--- config.mk ---
export PLATFORM = sky130hd
export DESIGN_NAME = ramfill_trig
export DESIGN_NICKNAME = d
export VERILOG_FILES = /design/src/rtl/ramfill_pkg.sv /design/src/rtl/ramfill_ram.sv /design/src/rtl/ramfill_trig.sv
export SDC_FILE = /design/constraint.sdc
export NUM_CORES = 2
export LEC_CHECK = 0
export BUFFER_PORTS_ARGS = -buffer_cell sky130_fd_sc_hd__buf_2
export CAP_MARGIN = 40
export CORE_MARGIN = 1
export CORE_UTILIZATION = 46
export CTS_CLUSTER_DIAMETER = 100
export DETAILED_ROUTE_END_ITERATION = 6
export PLACE_DENSITY = 0.69
export SLEW_MARGIN = 25
export SYNTH_ARGS = -nofsm -noshare
export SYNTH_HDL_FRONTEND = slang
export SYNTH_SLANG_ARGS = --single-unit
--- constraint.sdc ---
create_clock -name clk_adc -period 4.4 [get_ports clk_adc]
set_input_delay 0.44 -clock clk_adc [delete_from_list [all_inputs] [get_ports clk_adc]]
set_output_delay 0.44 -clock clk_adc [all_outputs]
set_load 0.02 [all_outputs]
--- src/rtl/ramfill_pkg.sv ---
// ============================================================================
// Module      : ramfill_pkg
// Description : Shared FSM state encoding and circular-address helper for
//               the triggered capture buffer.
// Revision    : 1.0 - initial release
// ============================================================================
`default_nettype none

package ramfill_pkg;

  localparam logic [2:0] IDLE      = 3'd0;
  localparam logic [2:0] ARMED     = 3'd1;
  localparam logic [2:0] WAIT_TRIG = 3'd2;
  localparam logic [2:0] POST      = 3'd3;
  localparam logic [2:0] DONE      = 3'd4;

  // (a + b) mod depth, valid when both operands are already below depth
  function automatic int unsigned wrap_add(input int unsigned a,
                                           input int unsigned b,
                                           input int unsigned depth);
    int unsigned s;
    s = a + b;
    return (s >= depth) ? (s - depth) : s;
  endfunction

endpackage

`default_nettype wire

--- src/rtl/ramfill_ram.sv ---
// ============================================================================
// Module      : ramfill_ram
// Description : Simple dual-port RAM, synchronous write, registered read.
// Revision    : 1.0 - initial release
// ============================================================================
`default_nettype none

module ramfill_ram #(
  parameter int DATA_W = 8,
  parameter int DEPTH  = 160,
  parameter int ADDR_W = $clog2(DEPTH)
) (
  input  logic              clk,
  input  logic              we,
  input  logic [ADDR_W-1:0] wr_addr,
  input  logic [DATA_W-1:0] wr_data,
  input  logic [ADDR_W-1:0] rd_addr,
  output logic [DATA_W-1:0] rd_data
);

  logic [DATA_W-1:0] mem [DEPTH];

  always_ff @(posedge clk) begin
    if (we) begin
      mem[wr_addr] <= wr_data;
    end
    rd_data <= mem[rd_addr];
  end

endmodule

`default_nettype wire

--- src/rtl/ramfill_trig.sv ---
// ============================================================================
// Module      : ramfill_trig
// Description : Triggered ADC capture buffer with pre-trigger history and a
//               time-ordered read port. Optional input decimation is enabled
//               by defining RAMFILL_DECIM_EN.
// Revision    : 1.0 - initial release
// ============================================================================
`default_nettype none

module ramfill_trig
  import ramfill_pkg::*;
#(
  parameter int DATA_W  = 8,
  parameter int DEPTH   = 160,
  parameter int PRETRIG = 40,
  parameter int ADDR_W  = $clog2(DEPTH)
) (
  input  logic              clk_adc,
  input  logic              reset,
  input  logic              enable,
  input  logic              adc_valid,
  input  logic [DATA_W-1:0] adc_data,
  input  logic [DATA_W-1:0] trig_level,
  input  logic              trig_rising,
  input  logic              force_trig,
`ifdef RAMFILL_DECIM_EN
  input  logic [3:0]        decim,
`endif
  input  logic [ADDR_W-1:0] rd_addr,
  output logic [DATA_W-1:0] rd_data,
  output logic              busy,
  output logic              finished
);

  localparam int              POST_N  = DEPTH - PRETRIG;
  localparam logic [ADDR_W:0] DEPTH_X = (ADDR_W+1)'(DEPTH);
  localparam logic [ADDR_W:0] PRE_X   = (ADDR_W+1)'(PRETRIG);
  localparam logic [ADDR_W:0] POST_X  = (ADDR_W+1)'(POST_N);
  localparam logic [ADDR_W:0] ONE_X   = (ADDR_W+1)'(1);
  localparam logic [ADDR_W-1:0] LAST  = ADDR_W'(DEPTH - 1);

  logic [2:0]        state;
  logic [ADDR_W-1:0] wr_ptr;
  logic [ADDR_W-1:0] wr_next;
  logic [ADDR_W-1:0] start_addr;
  logic [ADDR_W:0]   cnt;
  logic [ADDR_W:0]   cnt_inc;
  logic [DATA_W-1:0] prev;
  logic              prev_valid;
  logic              force_pend;
  logic              accept;
  logic              arm;
  logic              we;
  logic              rise_hit;
  logic              fall_hit;
  logic              hit;

  assign arm     = enable && (state == IDLE || state == DONE);
  assign wr_next = (wr_ptr == LAST) ? '0 : wr_ptr + 1'b1;
  assign cnt_inc = cnt + ONE_X;

`ifdef RAMFILL_DECIM_EN
  logic [14:0] dec_cnt;
  logic [14:0] dec_max;

  assign dec_max = 15'((16'd1 << decim) - 16'd1);
  assign accept  = adc_valid && (dec_cnt == '0);

  always_ff @(posedge clk_adc) begin
    if (reset || arm) begin
      dec_cnt <= '0;
    end else if (adc_valid) begin
      dec_cnt <= (dec_cnt >= dec_max) ? '0 : dec_cnt + 15'd1;
    end
  end
`else
  assign accept = adc_valid;
`endif

  assign rise_hit = (prev < trig_level) && (adc_data >= trig_level);
  assign fall_hit = (prev > trig_level) && (adc_data <= trig_level);
  assign hit      = force_trig || force_pend ||
                    (prev_valid && (trig_rising ? rise_hit : fall_hit));

  // With no pre-trigger history ARMED is a pass-through state and never writes
  assign we = accept && (((PRETRIG > 0) && state == ARMED) ||
                         state == WAIT_TRIG || state == POST);

  always_ff @(posedge clk_adc) begin
    if (reset) begin
      state      <= IDLE;
      wr_ptr     <= '0;
      cnt        <= '0;
      start_addr <= '0;
      prev       <= '0;
      prev_valid <= 1'b0;
      force_pend <= 1'b0;
    end else begin
      if (we) begin
        wr_ptr <= wr_next;
      end
      case (state)
        IDLE, DONE: begin
          if (enable) begin
            state      <= ARMED;
            wr_ptr     <= '0;
            cnt        <= '0;
            prev_valid <= 1'b0;
            force_pend <= 1'b0;
          end
        end
        ARMED: begin
          if (PRETRIG == 0) begin
            state <= WAIT_TRIG;
          end else if (accept) begin
            cnt        <= cnt_inc;
            prev       <= adc_data;
            prev_valid <= 1'b1;
            if (cnt_inc == PRE_X) begin
              state <= WAIT_TRIG;
            end
          end
        end
        WAIT_TRIG: begin
          if (force_trig && !accept) begin
            force_pend <= 1'b1;
          end
          if (accept) begin
            prev       <= adc_data;
            prev_valid <= 1'b1;
            if (hit) begin
              start_addr <= ADDR_W'(wrap_add(32'(wr_ptr), 32'(DEPTH - PRETRIG), 32'(DEPTH)));
              force_pend <= 1'b0;
              cnt        <= ONE_X;
              state      <= (POST_N == 1) ? DONE : POST;
            end
          end
        end
        POST: begin
          if (accept) begin
            cnt <= cnt_inc;
            if (cnt_inc == POST_X) begin
              state <= DONE;
            end
          end
        end
        default: state <= IDLE;
      endcase
    end
  end

  assign busy     = (state == ARMED) || (state == WAIT_TRIG) || (state == POST);
  assign finished = (state == DONE);

  logic [ADDR_W:0]   rd_sum;
  logic              rd_oob;
  logic [ADDR_W-1:0] ram_rd_addr;
  logic [DATA_W-1:0] ram_q;
  logic              zero_q;

  assign rd_sum = {1'b0, rd_addr} + {1'b0, start_addr};
  assign rd_oob = ({1'b0, rd_addr} >= DEPTH_X);

  always_comb begin
    ram_rd_addr = '0;
    if (!rd_oob) begin
      if (rd_sum >= DEPTH_X) begin
        ram_rd_addr = ADDR_W'(rd_sum - DEPTH_X);
      end else begin
        ram_rd_addr = ADDR_W'(rd_sum);
      end
    end
  end

  // Out-of-range flag is registered alongside the RAM read so both line up
  always_ff @(posedge clk_adc) begin
    if (reset) begin
      zero_q <= 1'b1;
    end else begin
      zero_q <= rd_oob;
    end
  end

  assign rd_data = zero_q ? '0 : ram_q;

  ramfill_ram #(
    .DATA_W (DATA_W),
    .DEPTH  (DEPTH),
    .ADDR_W (ADDR_W)
  ) u_ram (
    .clk     (clk_adc),
    .we      (we),
    .wr_addr (wr_ptr),
    .wr_data (adc_data),
    .rd_addr (ram_rd_addr),
    .rd_data (ram_q)
  );

endmodule

`default_nettype wire

==> results.py <==
metrics = {
    "cells_and_area": {
        "synthToLayoutAreaGrowth_pct": 15.4,
        "design_area_sq_mm": 0.0624,
        "fill_cells": 9253,
        "regArea_sq_mm": 0.0394,
        "multi_input_comb_area_sq_mm": 0.0137,
        "final_nets": 4109,
        "utilization_pct": 53.6,
        "final_layout_size_suffix_gt1_share_pct": 15.5,
    },
    "routing": {
        "wl_per_cell_um": 27.2,
        "ant_nets": 0,
        "drcViolationCount": 0,
        "wl_met3_mm": 17.2,
        "drtIter0Drc": 4779,
        "wl_met2_mm": 71.3,
        "routed_wl_mm": 155,
        "vias_per_cell": 6.24,
        "highest_layer": "met5",
        "firstDrtPassIters": 6,
        "m1WireLength_mm": 59.9,
        "vias": 35415,
    },
    "cts": {
        "clock_path_buffers": 3,
        "cts.clk_slew.worst_paths_ns": 0.06,
        "tritoncts": "built",
        "cts_sinks": 1327,
        "postCtsSetupRepairBufs": 0,
        "cts-root-buf": "clkbuf_16",
        "clk-insertion-delay-late_ns": 0.75,
        "htree_levels": 4,
        "numCtsBuffers": 136,
    },
    "global_routing": {
        "grt_first_pass_wirelength_mm": 226,
        "grt_use_total_pct": 25.9,
        "grt_pass1_vias": 34172,
        "grt_max_degree": 130,
        "antenna_found_initial": 5,
        "grt_overflow_total": 0,
    },
    "synthesis": {
        "syn_area_sq_mm": 0.0541,
        "ys_types": 72,
        "ys_top_cells_by_area": "edfxtp_1, nand2_1, mux2i_1",
        "avgSynthCellArea_sq_um": 14.2,
        "synth_top_area_share_pct": 71.1,
        "ys_async_sr_fraction_pct": 0,
        "syn_nets": 3881,
        "ys.flop_type": "edfxtp_1",
        "yosysTopAreaCell": "edfxtp_1",
        "seq_area_frac_synth_pct": 72.8,
        "synth_edf_count": 1280,
        "yosysWarnings": 0,
        "syn_inst": 3816,
        "synth_seq_cells": 1327,
    },
    "pwr": {
        "power_switching_mw": 7.04,
        "vdd_drop_max_mv": 0.332,
        "p_leak_nw": 20.8,
        "switching_share_pct": 25.0,
        "p_per_area_mw_per_mm2": 451,
        "total_power_mw": 28.2,
        "clockPowerShare_pct": 39.1,
        "pwr-share-comb_pct": 11.1,
        "seqPwrFrac_pct": 49.8,
        "internal-power_mw": 21.1,
    },
    "floorplanning": {
        "initial_core_util_pct": 46.5,
        "core-area_sq_mm": 0.116,
        "die_w_um": 345,
        "die-area_sq_mm": 0.119,
        "rows": 125,
        "io_pins": 40,
        "dieHeight_um": 345,
    },
    "placed_design": {
        "pre_cts_ws_ns": 0.00189,
        "dpl_cell_area_sq_mm": 0.0581,
        "place_congestion": 0.914,
        "dp.final_hpwl_mm": 96.8,
        "io_buffers": 39,
    },
    "sta": {
        "drv_slew": 0,
        "tightest_slew_ns": 0.905,
        "max_slew_margin_pct": 39.7,
        "setup_violations": 0,
        "worst_slack_ns": 0.113,
        "period_minus_slack_ns": 4.29,
        "max_freq_mhz": 233,
        "rsz0062_at_grt": "no",
        "fin_crit_sh_pct": 97.4,
        "finClkSkew_ns": 0.0275,
        "hold_viol_final": 0,
        "fin_tns_setup_ns": 0,
    },
    "setup_path": {
        "arrival_ns": 4.98,
        "cp-end-kind": "flip-flop",
        "critical_path.max_fanout": 25,
        "worst-setup-path-type": "flip-flop to flip-flop",
        "start_kind": "flip-flop",
        "cp.required_ns": 5.09,
    },
    "worst_hold_path": {
        "hold_class": "primary input to flip-flop",
    },
    "job": {
        "cap_violations": 0,
    },
    "status": {
        "status": "completed",
    },
}
## cell usage in the layout, fill, tap and decap left out, types with 11 or more instances in the layout
master,instances
nand4_1,11
mux2i_1,135
a311oi_1,119
o211ai_1,13
a31oi_1,35
a21o_1,20
mux2_2,34
a211oi_1,151
a21oi_1,147
mux4_2,28
clkbuf_1,32
nor2_1,237
dfxtp_1,47
edfxtp_1,1280
nand2_1,521
inv_1,25
nor2b_1,43
nand3_1,105
clkinv_2,22
and2_1,29
buf_4,284
and3_1,37
clkinv_1,28
buf_12,28
or3_1,11
buf_2,32
a22oi_1,22
a221oi_1,16
ha_1,33
nor3_1,49
o22ai_1,212
clkbuf_16,141
o21ai_0,43
## per-layer routing
layer / up-vias / GRT usage, %
met2: 2145 / 40.3
met1: 17619 / 35.3
met3: 328 / 5.90
li1: 15319 / -
met5: - / 0
met4: 4 / 10.3
## state kept, by name (all words and copies together), names as in the netlist
register / flops
u_ram.mem: 1280
cnt: 9
prev: 8
start_addr: 8
u_ram.rd_data: 8
wr_ptr: 8
state: 3
force_pend: 1
prev_valid: 1
zero_q: 1
## power groups by stage
| stage | registers (mW) | clock network (mW) | logic, mW |
|---|---|---|---|
| 2_1_floorplan | 14.2 | 0 | 1.72 |
| 3_3_place_gp | 14.3 | 0 | 3.00 |
| 3_5_place_dp | 14.3 | 0 | 3.04 |
| 4_1_cts | 14.0 | 11.1 | 3.06 |
| 5_1_grt | 14.0 | 11.6 | 3.31 |
| 6_report | 14.0 | 11.0 | 3.13 |
## critical path, cell delays in order (launching register included)
cell and delay, ns:
dfxtp_1 0.37, ha_4 0.15, inv_1 0.04, fa_1 0.47, nor2b_1 0.20, o2111ai_1 0.21, and3_1 0.26, or2_2 0.32
ha_1 0.34, o21a_1 0.13, a211oi_1 0.33, nand2_1 0.16, buf_4 0.28, nor3_1 0.60, o21bai_1 0.22, nand4b_1 0.12
## cell type report
type	count	area share (%)
repair buffers	362	5.01
clock buffers	173	5.84
clock inverters	68	0.918
inverters	27	0.170
multi-input cells	2190	21.9
diodes	2	0.00802
well taps	1524	3.05
flip-flops and latches	1327	63.1
## logic make-up after synthesis
| logic type | count (synthesis) | share of synthesized area, % |
|---|---|---|
| AND/OR/NAND/NOR | 1087 | 8.73 |
| multiplexers | 199 | 4.41 |
| AO/OA/AOI/OAI | 853 | 10.8 |
| adder cells (fa/ha/maj) | 35 | 0.823 |
| buffers and inverters | 299 | 2.15 |
| XOR/XNOR | 16 | 0.259 |
| flip-flops | 1327 | 72.8 |
## timing repair
item / 4_1_cts / 5_1_grt
hold buffers: 1 / 0
endpoints found under the hold margin: 1 / 0
gates resized for setup: 0 / 4
endpoints found under the setup margin: 0 / 4
## stage by stage
stage	hold slack (ns)	instances
after floorplan	0.436	3816
after global placement	0.447	5410
after detailed placement	0.453	5421
after CTS	0.00435	5663
after global routing	0.0199	5672
final	0.0304	5673
## synth_stat cells, types with 11 or more instances
| cell | n |
|---|---|
| a22oi_1 | 22 |
| buf_2 | 16 |
| dfxtp_1 | 47 |
| a311oi_1 | 119 |
| inv_1 | 26 |
| a211oi_1 | 151 |
| nand2_1 | 523 |
| nand4_1 | 11 |
| nor2_1 | 240 |
| mux2i_1 | 136 |
| nor2b_1 | 43 |
| a21oi_1 | 148 |
| or3_1 | 12 |
| and3_1 | 37 |
| o22ai_1 | 212 |
| mux2_2 | 34 |
| a21o_1 | 20 |
| mux4_2 | 28 |
| ha_1 | 34 |
| nor3_1 | 54 |
| buf_1 | 38 |
| edfxtp_1 | 1280 |
| o211ai_1 | 13 |
| o21a_1 | 11 |
| a31oi_1 | 35 |
| and2_1 | 29 |
| clkbuf_1 | 214 |
| a221oi_1 | 16 |
| o21ai_0 | 43 |
| nand3_1 | 105 |
## final timing paths
path / slack (ns) / end / start / cells after the start
min: 0.03 / u_ram.mem[137][7] / adc_data[7] / 1
max reg2reg: 0.11 / u_ram.rd_data[0] / start_addr[0] / 15
min reg2reg: 0.46 / prev[7] / prev[7] / 2
max: 0.11 / u_ram.rd_data[0] / start_addr[0] / 15
Power figures use the tool's default switching activity.
